==> src/rtl/mux4x32_rr_arb_if.sv <==
// Bus bundle for the round-robin operand-mux arbiter: four requesters in,
// one valid/ready output word out.
interface mux4x32_rr_arb_if #(
  parameter int unsigned WIDTH = 32
);
  logic [3:0]       req;
  logic [WIDTH-1:0] a0;
  logic [WIDTH-1:0] a1;
  logic [WIDTH-1:0] a2;
  logic [WIDTH-1:0] a3;
  logic [3:0]       gnt;
  logic [1:0]       s;
  logic [WIDTH-1:0] out_data;
  logic [1:0]       out_src;
  logic             out_valid;
  logic             out_ready;

  modport slave (
    input  req, a0, a1, a2, a3, out_ready,
    output gnt, s, out_data, out_src, out_valid
  );

  modport master (
    output req, a0, a1, a2, a3, out_ready,
    input  gnt, s, out_data, out_src, out_valid
  );
endinterface

==> src/rtl/mux4x32_rr_arb.sv <==
// Round-robin arbiter driving a shared 4:1 operand mux into a single-entry
// registered output buffer with a valid/ready handshake.
module mux4x32_rr_arb #(
  parameter int unsigned WIDTH = 32
) (
  input  logic             clk,
  input  logic             clrn,
  mux4x32_rr_arb_if.slave  bus
);

  typedef enum logic {EMPTY = 1'b0, FULL = 1'b1} buf_state_e;

  buf_state_e       state_q;
  buf_state_e       state_d;
  logic [1:0]       last_q;
  logic [WIDTH-1:0] data_q;
  logic [1:0]       src_q;

  logic             can_load_c;
  logic             found_c;
  logic             grant_c;
  logic [1:0]       winner_c;
  logic [1:0]       idx_c;
  logic [3:0]       gnt_c;
  logic [1:0]       sel_c;
  logic [WIDTH-1:0] mux_c;

  // Search last+1 .. last+4 (wrapping); first requesting index wins.
  always_comb begin
    winner_c = last_q;
    found_c  = 1'b0;
    idx_c    = '0;
    for (int k = 1; k <= 4; k++) begin
      idx_c = last_q + 2'(k);
      if (!found_c && bus.req[idx_c]) begin
        winner_c = idx_c;
        found_c  = 1'b1;
      end
    end
  end

  // clrn gates the grant so nothing is consumed while reset is held.
  assign can_load_c = (state_q == EMPTY) || bus.out_ready;
  assign grant_c    = clrn && can_load_c && found_c;

  // Buffer state register.
  always_ff @(posedge clk or negedge clrn) begin
    if (!clrn) state_q <= EMPTY;
    else       state_q <= state_d;
  end

  // Buffer next state.
  always_comb begin
    state_d = state_q;
    if (grant_c)
      state_d = FULL;
    else if (state_q == FULL && bus.out_ready)
      state_d = EMPTY;
  end

  // Grant and mux select outputs.
  always_comb begin
    gnt_c = '0;
    sel_c = '0;
    if (grant_c) begin
      gnt_c = 4'b0001 << winner_c;
      sel_c = winner_c;
    end
  end

  // Shared 4:1 operand mux; the only path into the output buffer.
  always_comb begin
    mux_c = '0;
    case (sel_c)
      2'd0: mux_c = bus.a0;
      2'd1: mux_c = bus.a1;
      2'd2: mux_c = bus.a2;
      2'd3: mux_c = bus.a3;
      default: mux_c = '0;
    endcase
  end

  // Output word and fairness pointer; hold on drain or stall.
  always_ff @(posedge clk or negedge clrn) begin
    if (!clrn) begin
      last_q <= 2'b11;
      data_q <= '0;
      src_q  <= '0;
    end else if (grant_c) begin
      last_q <= winner_c;
      data_q <= mux_c;
      src_q  <= winner_c;
    end
  end

  assign bus.gnt       = gnt_c;
  assign bus.s         = sel_c;
  assign bus.out_data  = data_q;
  assign bus.out_src   = src_q;
  assign bus.out_valid = (state_q == FULL);

endmodule

==> src/flat_wrapper.sv <==
// flat-port wrapper written by rule: the top's interface ports become plain ports
module mux4x32_rr_arb_flat 
#(
  parameter int unsigned WIDTH = 32
)
  (clk, clrn, bus_req, bus_a0, bus_a1, bus_a2, bus_a3, bus_out_ready, bus_gnt, bus_s, bus_out_data, bus_out_src, bus_out_valid);
  mux4x32_rr_arb_if #(.WIDTH(WIDTH)) bus_i ();
  input  logic clk;
  input  logic clrn;
  input wire logic [$bits(bus_i.req)-1:0] bus_req;
  input wire logic [$bits(bus_i.a0)-1:0] bus_a0;
  input wire logic [$bits(bus_i.a1)-1:0] bus_a1;
  input wire logic [$bits(bus_i.a2)-1:0] bus_a2;
  input wire logic [$bits(bus_i.a3)-1:0] bus_a3;
  input wire logic [$bits(bus_i.out_ready)-1:0] bus_out_ready;
  output wire logic [$bits(bus_i.gnt)-1:0] bus_gnt;
  output wire logic [$bits(bus_i.s)-1:0] bus_s;
  output wire logic [$bits(bus_i.out_data)-1:0] bus_out_data;
  output wire logic [$bits(bus_i.out_src)-1:0] bus_out_src;
  output wire logic [$bits(bus_i.out_valid)-1:0] bus_out_valid;
  assign bus_i.req = bus_req;
  assign bus_i.a0 = bus_a0;
  assign bus_i.a1 = bus_a1;
  assign bus_i.a2 = bus_a2;
  assign bus_i.a3 = bus_a3;
  assign bus_i.out_ready = bus_out_ready;
  assign bus_gnt = bus_i.gnt;
  assign bus_s = bus_i.s;
  assign bus_out_data = bus_i.out_data;
  assign bus_out_src = bus_i.out_src;
  assign bus_out_valid = bus_i.out_valid;
  mux4x32_rr_arb #(.WIDTH(WIDTH)) u_core (.clk(clk), .clrn(clrn), .bus(bus_i));
endmodule
==> config.mk <==
export PLATFORM = sky130hd
export DESIGN_NAME = mux4x32_rr_arb_flat
export DESIGN_NICKNAME = d
export VERILOG_FILES = /design/src/rtl/mux4x32_rr_arb_if.sv /design/src/rtl/mux4x32_rr_arb.sv /design/src/flat_wrapper.sv
export SDC_FILE = /design/constraint.sdc
export NUM_CORES = 1
export LEC_CHECK = 0
export ABC_AREA = 1
export CAP_MARGIN = 0
export CORE_MARGIN = 8
export CORE_UTILIZATION = 38
export DETAILED_ROUTE_END_ITERATION = 10
export GPL_TIMING_DRIVEN = 1
export PLACE_DENSITY = 0.82
export SLEW_MARGIN = 5
export SYNTH_ARGS = -nofsm -noshare
export SYNTH_HDL_FRONTEND = slang
export SYNTH_SLANG_ARGS = --single-unit
==> constraint.sdc <==
create_clock -name clk -period 4 [get_ports clk]
set_input_delay 1.2 -clock clk [delete_from_list [all_inputs] [get_ports clk]]
set_output_delay 1.2 -clock clk [all_outputs]
set_load 0.03 [all_outputs]
# Yosys cells after proc, flatten, opt, wreduce, memory -nomap -nowiden
# Index checks and enable logic that the tools add are counted.
[word_totals] inputBits=135 elab_cells=49 register_bits=37 output_inout_bits=41
[op_classes] n_reduce_logical=12 shift=1 n_eq_ne=3 n_lt_le_gt_ge=4 n_mux=21 addsub=3 bitwise=1
[op_table] operator="32-bit case mux with 4 select lines" n=1
[op_table] operator="2-bit by 3-bit < comparator with 1-bit output (second input constant)" n=4
[op_table] operator="1-bit 2-to-1 mux" n=10
[op_table] operator="2-bit 2-to-1 mux" n=5
[op_table] operator="1-bit binary-select mux with 2-bit select" n=4
[op_table] operator="1-bit logical AND" n=6
[op_table] operator="2-bit adder (second input constant)" n=2
[op_table] operator="2-bit equality test (second input constant)" n=2
[op_table] operator="4-bit 2-to-1 mux" n=1
[op_table] operator="1-bit by 2-bit << shifter with 4-bit output (first input constant)" n=1
[op_table] operator="1-bit zero test" n=3
[op_table] operator="2-bit by 1-bit adder with 2-bit output (second input constant)" n=1
[op_table] operator="2-bit by 1-bit equality test with 1-bit output (second input constant)" n=1
[op_table] operator="2-bit zero test" n=1
[op_table] operator="2-bit nonzero test" n=1
[op_table] operator="1-bit logical OR" n=1
[op_table] operator="1-bit NOT" n=1

# Depth between registers and ports, before layout
# Gate-level depths: netlist (run 1).
[logic_depth] ltp_word=17 ltp_mapped=18

# Least setup slack after synthesis (run 1)
# Ideal clock, no wire load.
[synth_timing] path_kind="input-to-output" from="in bus_req[0]" to="out bus_gnt[2]" cell_stages=13 t_required_ns=2.800 t_arrival_ns=2.838 path_buffers=2 path_slack_ns=-0.038 path_cell_list="nand2_1 > nand2_1 > nand2_2 > nand2_4 > nor2_4 > nand3_2 > nand2_4 > inv_4 > nand2_4 > buf_4 > buf_4 > inv_1 > nor2_1"
[synth_via] elab_chain_cells=14 word_cells_on_any_way=25
[synth_lines] element="from (decl)" line_no="flat_wrapper.sv:10" text="input wire logic [$bits(bus_i.req)-1:0] bus_req;"
[synth_lines] element="1-bit binary-select mux with 2-bit select" line_no="mux4x32_rr_arb.sv:35" text="if (!found_c && bus.req[idx_c]) begin"
[synth_lines] element="1-bit 2-to-1 mux (implied by the code)" line_no="mux4x32_rr_arb.sv:35"
[synth_lines] element="1-bit 2-to-1 mux" line_no="mux4x32_rr_arb.sv:35"
[synth_lines] element="1-bit zero test" line_no="mux4x32_rr_arb.sv:35"
[synth_lines] element="1-bit logical AND" line_no="mux4x32_rr_arb.sv:35"
[synth_lines] element="1-bit 2-to-1 mux" line_no="mux4x32_rr_arb.sv:35"
[synth_lines] element="1-bit zero test" line_no="mux4x32_rr_arb.sv:35"
[synth_lines] element="1-bit logical AND" line_no="mux4x32_rr_arb.sv:35"
[synth_lines] element="1-bit 2-to-1 mux" line_no="mux4x32_rr_arb.sv:35"
[synth_lines] element="1-bit zero test" line_no="mux4x32_rr_arb.sv:35"
[synth_lines] element="1-bit logical AND" line_no="mux4x32_rr_arb.sv:35"
[synth_lines] element="2-bit 2-to-1 mux / 1-bit 2-to-1 mux (equally long branches)" line_no="mux4x32_rr_arb.sv:35"
[synth_lines] element="1-bit by 2-bit << shifter with 4-bit output / 1-bit logical AND (equally long branches)" line_no="mux4x32_rr_arb.sv:66, mux4x32_rr_arb.sv:44"
[synth_lines] element="4-bit 2-to-1 mux *" line_no="mux4x32_rr_arb.sv:65" text="if (grant_c) begin"
[synth_lines] element="to (decl)" line_no="flat_wrapper.sv:16" text="output wire logic [$bits(bus_i.gnt)-1:0] bus_gnt;"
# Every way passes the cells marked *; elsewhere a longest branch is shown, timed or not. The select of a mux whose other input is x is not followed.

# Final worst setup path (run 1)
[layout_timing] from="in bus_req[1]" to="out bus_gnt[2]"
# Same word-level chain as after synthesis.

==> results of run 1 <==
## path summary, 6_finish.rpt
check                      slack (ns)                       to
setup / recovery                 0.14               bus_gnt[2]
min in group asynchronous        0.97  u_core.bus.out_data[11]
hold reg to reg                  0.48  u_core.bus.out_data[25]
hold / removal                   0.48  u_core.bus.out_data[25]
max in group asynchronous        2.67         u_core.last_q[1]
setup reg to reg                 0.85  u_core.bus.out_data[15]
## power breakdown
group	total, mW	switching (mW)	internal (mW)	leakage, nW
Combinational	2.95	1.84	1.11	1.69
Clock	0.333	0.129	0.203	0.0585
Sequential	0.697	0.125	0.572	0.450
## per-layer routing
layer	part of all wire	GRT usage	vias to the layer above
met3	0.090	0.05942	13
li1	-	-	1815
met1	0.38	0.2301	1666
met5	0	0	-
met2	0.52	0.3796	148
met4	0.0092	0.05006	0
## cell usage in the layout, fill, tap and decap left out, drive strengths merged
master         count
a21boi             1
a21oi             26
buf               27
bufinv             1
clkbuf             7
clkdlybuf4s50    164
dfrtp             35
dfstp              2
dlygate4sd2        3
dlymetal6s2s       1
inv               24
nand2            160
nand3             88
nand4              1
nor2              69
o21ai             23
or2                1
## per-stage QoR
stage / TNS [ns] / power, mW / hold slack [ns] / utilization
floorplan: 0 / 2.628 / 0.5473 / -
global placement: -0.05987 / 3.510 / 0.4598 / 0.6443
global route: 0 / 4.286 / 0.4991 / 0.6674
detailed placement: -0.4107 / 3.579 / 0.4650 / 0.6443
CTS: 0 / 3.989 / 0.4850 / 0.6671
finish: 0 / 3.975 / 0.4809 / 0.6674
## logic make-up after synthesis
family	count (synthesis)
and+or+nand+nor	319
buffers and inverters	55
AOI/OAI and AO/OA	50
DFF	37
## cell type report
type / instances / area [sq um] / area share
multi-input combinational: 369 / 1679 / 0.3469
clock buffer: 7 / 86.33 / 0.01783
tap: 99 / 123.9 / 0.02559
sequential: 37 / 928.4 / 0.1918
clock inverter: 1 / 30.03 / 0.006203
timing repair buffer: 195 / 1901 / 0.3926
inverter: 24 / 92.59 / 0.01913
## state kept, by name, indices dropped and copies added (netlist names)
| name | flops |
|---|---|
| u_core.bus.out_data | 32 |
| u_core.bus.out_src | 2 |
| u_core.bus.out_valid | 1 |
| u_core.last_q | 2 |
## timing repair
| item | 4_1_cts | 5_1_grt |
|---|---|---|
| setup buffers | 2 | 0 |
| pin swaps | 2 | 1 |
| setup endpoints to repair | 6 | 6 |
| gates resized for setup | 12 | 1 |
## worst max-delay path: cells and delay by family
family	cells	cell delay, ns
AND/OR/NAND/NOR	9	0.89
buffers and inverters	4	0.56
==> impl_metrics.toml, run 1 <==
[clock_tree]
clkTransAtPathRegs_ns = 0.07
tritoncts = "yes"
cts-hold-fix-buffers = 0
clockRootBuffer = "clkbuf_8"
clock_sinks = 37
clock_latency_ns = 0.28
clock_path_buffers = 2
cts_buffers = 5
htree_num_levels = 2

[logic_synthesis]
ys_ff_latch = 37
avgSynthCellArea_sq_um = 6.202
syn_nets = 596
async_flop_share = 1.000
seq_area_frac_synth = 0.3247
synth-simple-area-share = 0.4875
synth_fa_ha_area_frac = 0
synth_xor_area_frac = 0
synth.area.mux_share = 0
synth_warnings = 0
yosysMostFrequentCell = "nand2_1"
ys.flop_type = "dfrtp_1"
synth-compound-area-share = 0.08840
synth_common_cells = "nand2_1, nand3_1, nor2_1"
yosysTopAreaCellShare = 0.3063
netlist-cell-type-count = 26
synth_edf_count = 0
synth_top_family_by_area = "simple AND/OR/NAND/NOR gates"
synth_area_leader_cell = "dfrtp_1"
ys_top_cells_by_area = "dfrtp_1, nand2_1, nand3_1"
syn_area_sq_mm = 0.002859
synth_cells = 461

[power_and_ir_drop]
power.leakage_nw = 2.199
ir_worst_vdd_v = 0.0003320
power_density_mw_per_mm2 = 821.0

[timing]
slew_violations = 0
final-hold-violation-count = 0
max_freq_mhz = 259.1
slew_headroom = 0.5635
setup_viol = 0
worst_pin_slew_ns = 0.6525
period_share = 0.9649
min_period_ns = 3.860
rsz0062_at_grt = "no"
fin_ws_ns = 0.1405
skew_ns = 0.008213

[floorplanning]
die_h_um = 102.7
die_w_um = 102.7
pin_count = 176
coreArea_sq_mm = 0.007253
placementRows = 31
dieArea_sq_mm = 0.01056
start_util = 0.3942

[global_route]
grt_max_degree = 66
grt_pass1_wl_mm = 17.58
antenna_found_initial = 0
grt_pass1_vias = 3742
grt_usage = 0.2074
grt_overflow_total = 0

[route]
drt_first_pass_iters = 5
via_per_inst = 4.975
ant_nets = 0
totalWireLength_mm = 11.27
routedWlPerCell_um = 15.39
drt_iter0_markers = 159
route.detailed.drc = 0
vias = 3642

[hold_path]
hold_start = "u_core.bus.out_data[25]"
hold_depth = 2
hold_path.class = "reg -> reg"

[layout]
finalNonFillerCells = 732
syn_to_final_growth_pct = 69.32
final_area_sq_mm = 0.004841
filler_cell_count = 660
final_nets = 767
diodes = 0
layout-drive-gt1-share = 0.09005

[setup_path]
crit_fanout = 5
critPathKind = "in -> out"
cp-end-kind = "output port"
critPathMaxStageDelay_ns = 0.27
worstRegToRegCells = 17
crit_arrival_ns = 2.66
critPathLaunch = "bus_req[1]"
crit_chain = "dlygate4sd2_1, nand2_1, nand2_2, nand2_2, nand2_4, inv_2, nand3_2, nand2_1, nand2_2, nand2_4, inv_1, nor2_2, buf_6"
cp-start-kind = "input port"
r2r_start = "u_core.last_q[0]"
slowest_stage = "dlygate4sd2_1"
cp_common_cell = "nand2_2"
required_ns = 2.80

[place]
dp_cells = 722
gp_congestion = 0.9038
placed_area_sq_mm = 0.004673
port_buffers = 175
dp_slack_ns = -0.1312
dp_hpwl_mm = 8.708

[run]
maxCapViolations = 0

[outcome]
status = "finished, final reports clean"
(Power assumes the default switching activity.)
==> inputs of run 2 (changes only) <==
--- a/config.mk
+++ b/config.mk
@@ -9,6 +9,7 @@
 export CAP_MARGIN = 0
 export CORE_MARGIN = 8
 export CORE_UTILIZATION = 38
+export CTS_CLUSTER_SIZE = 25
 export DETAILED_ROUTE_END_ITERATION = 10
 export GPL_TIMING_DRIVEN = 1
 export PLACE_DENSITY = 0.82
==> results of run 2 <==
Same layout as run 1: the final DEF is identical, and so are final timing and power.
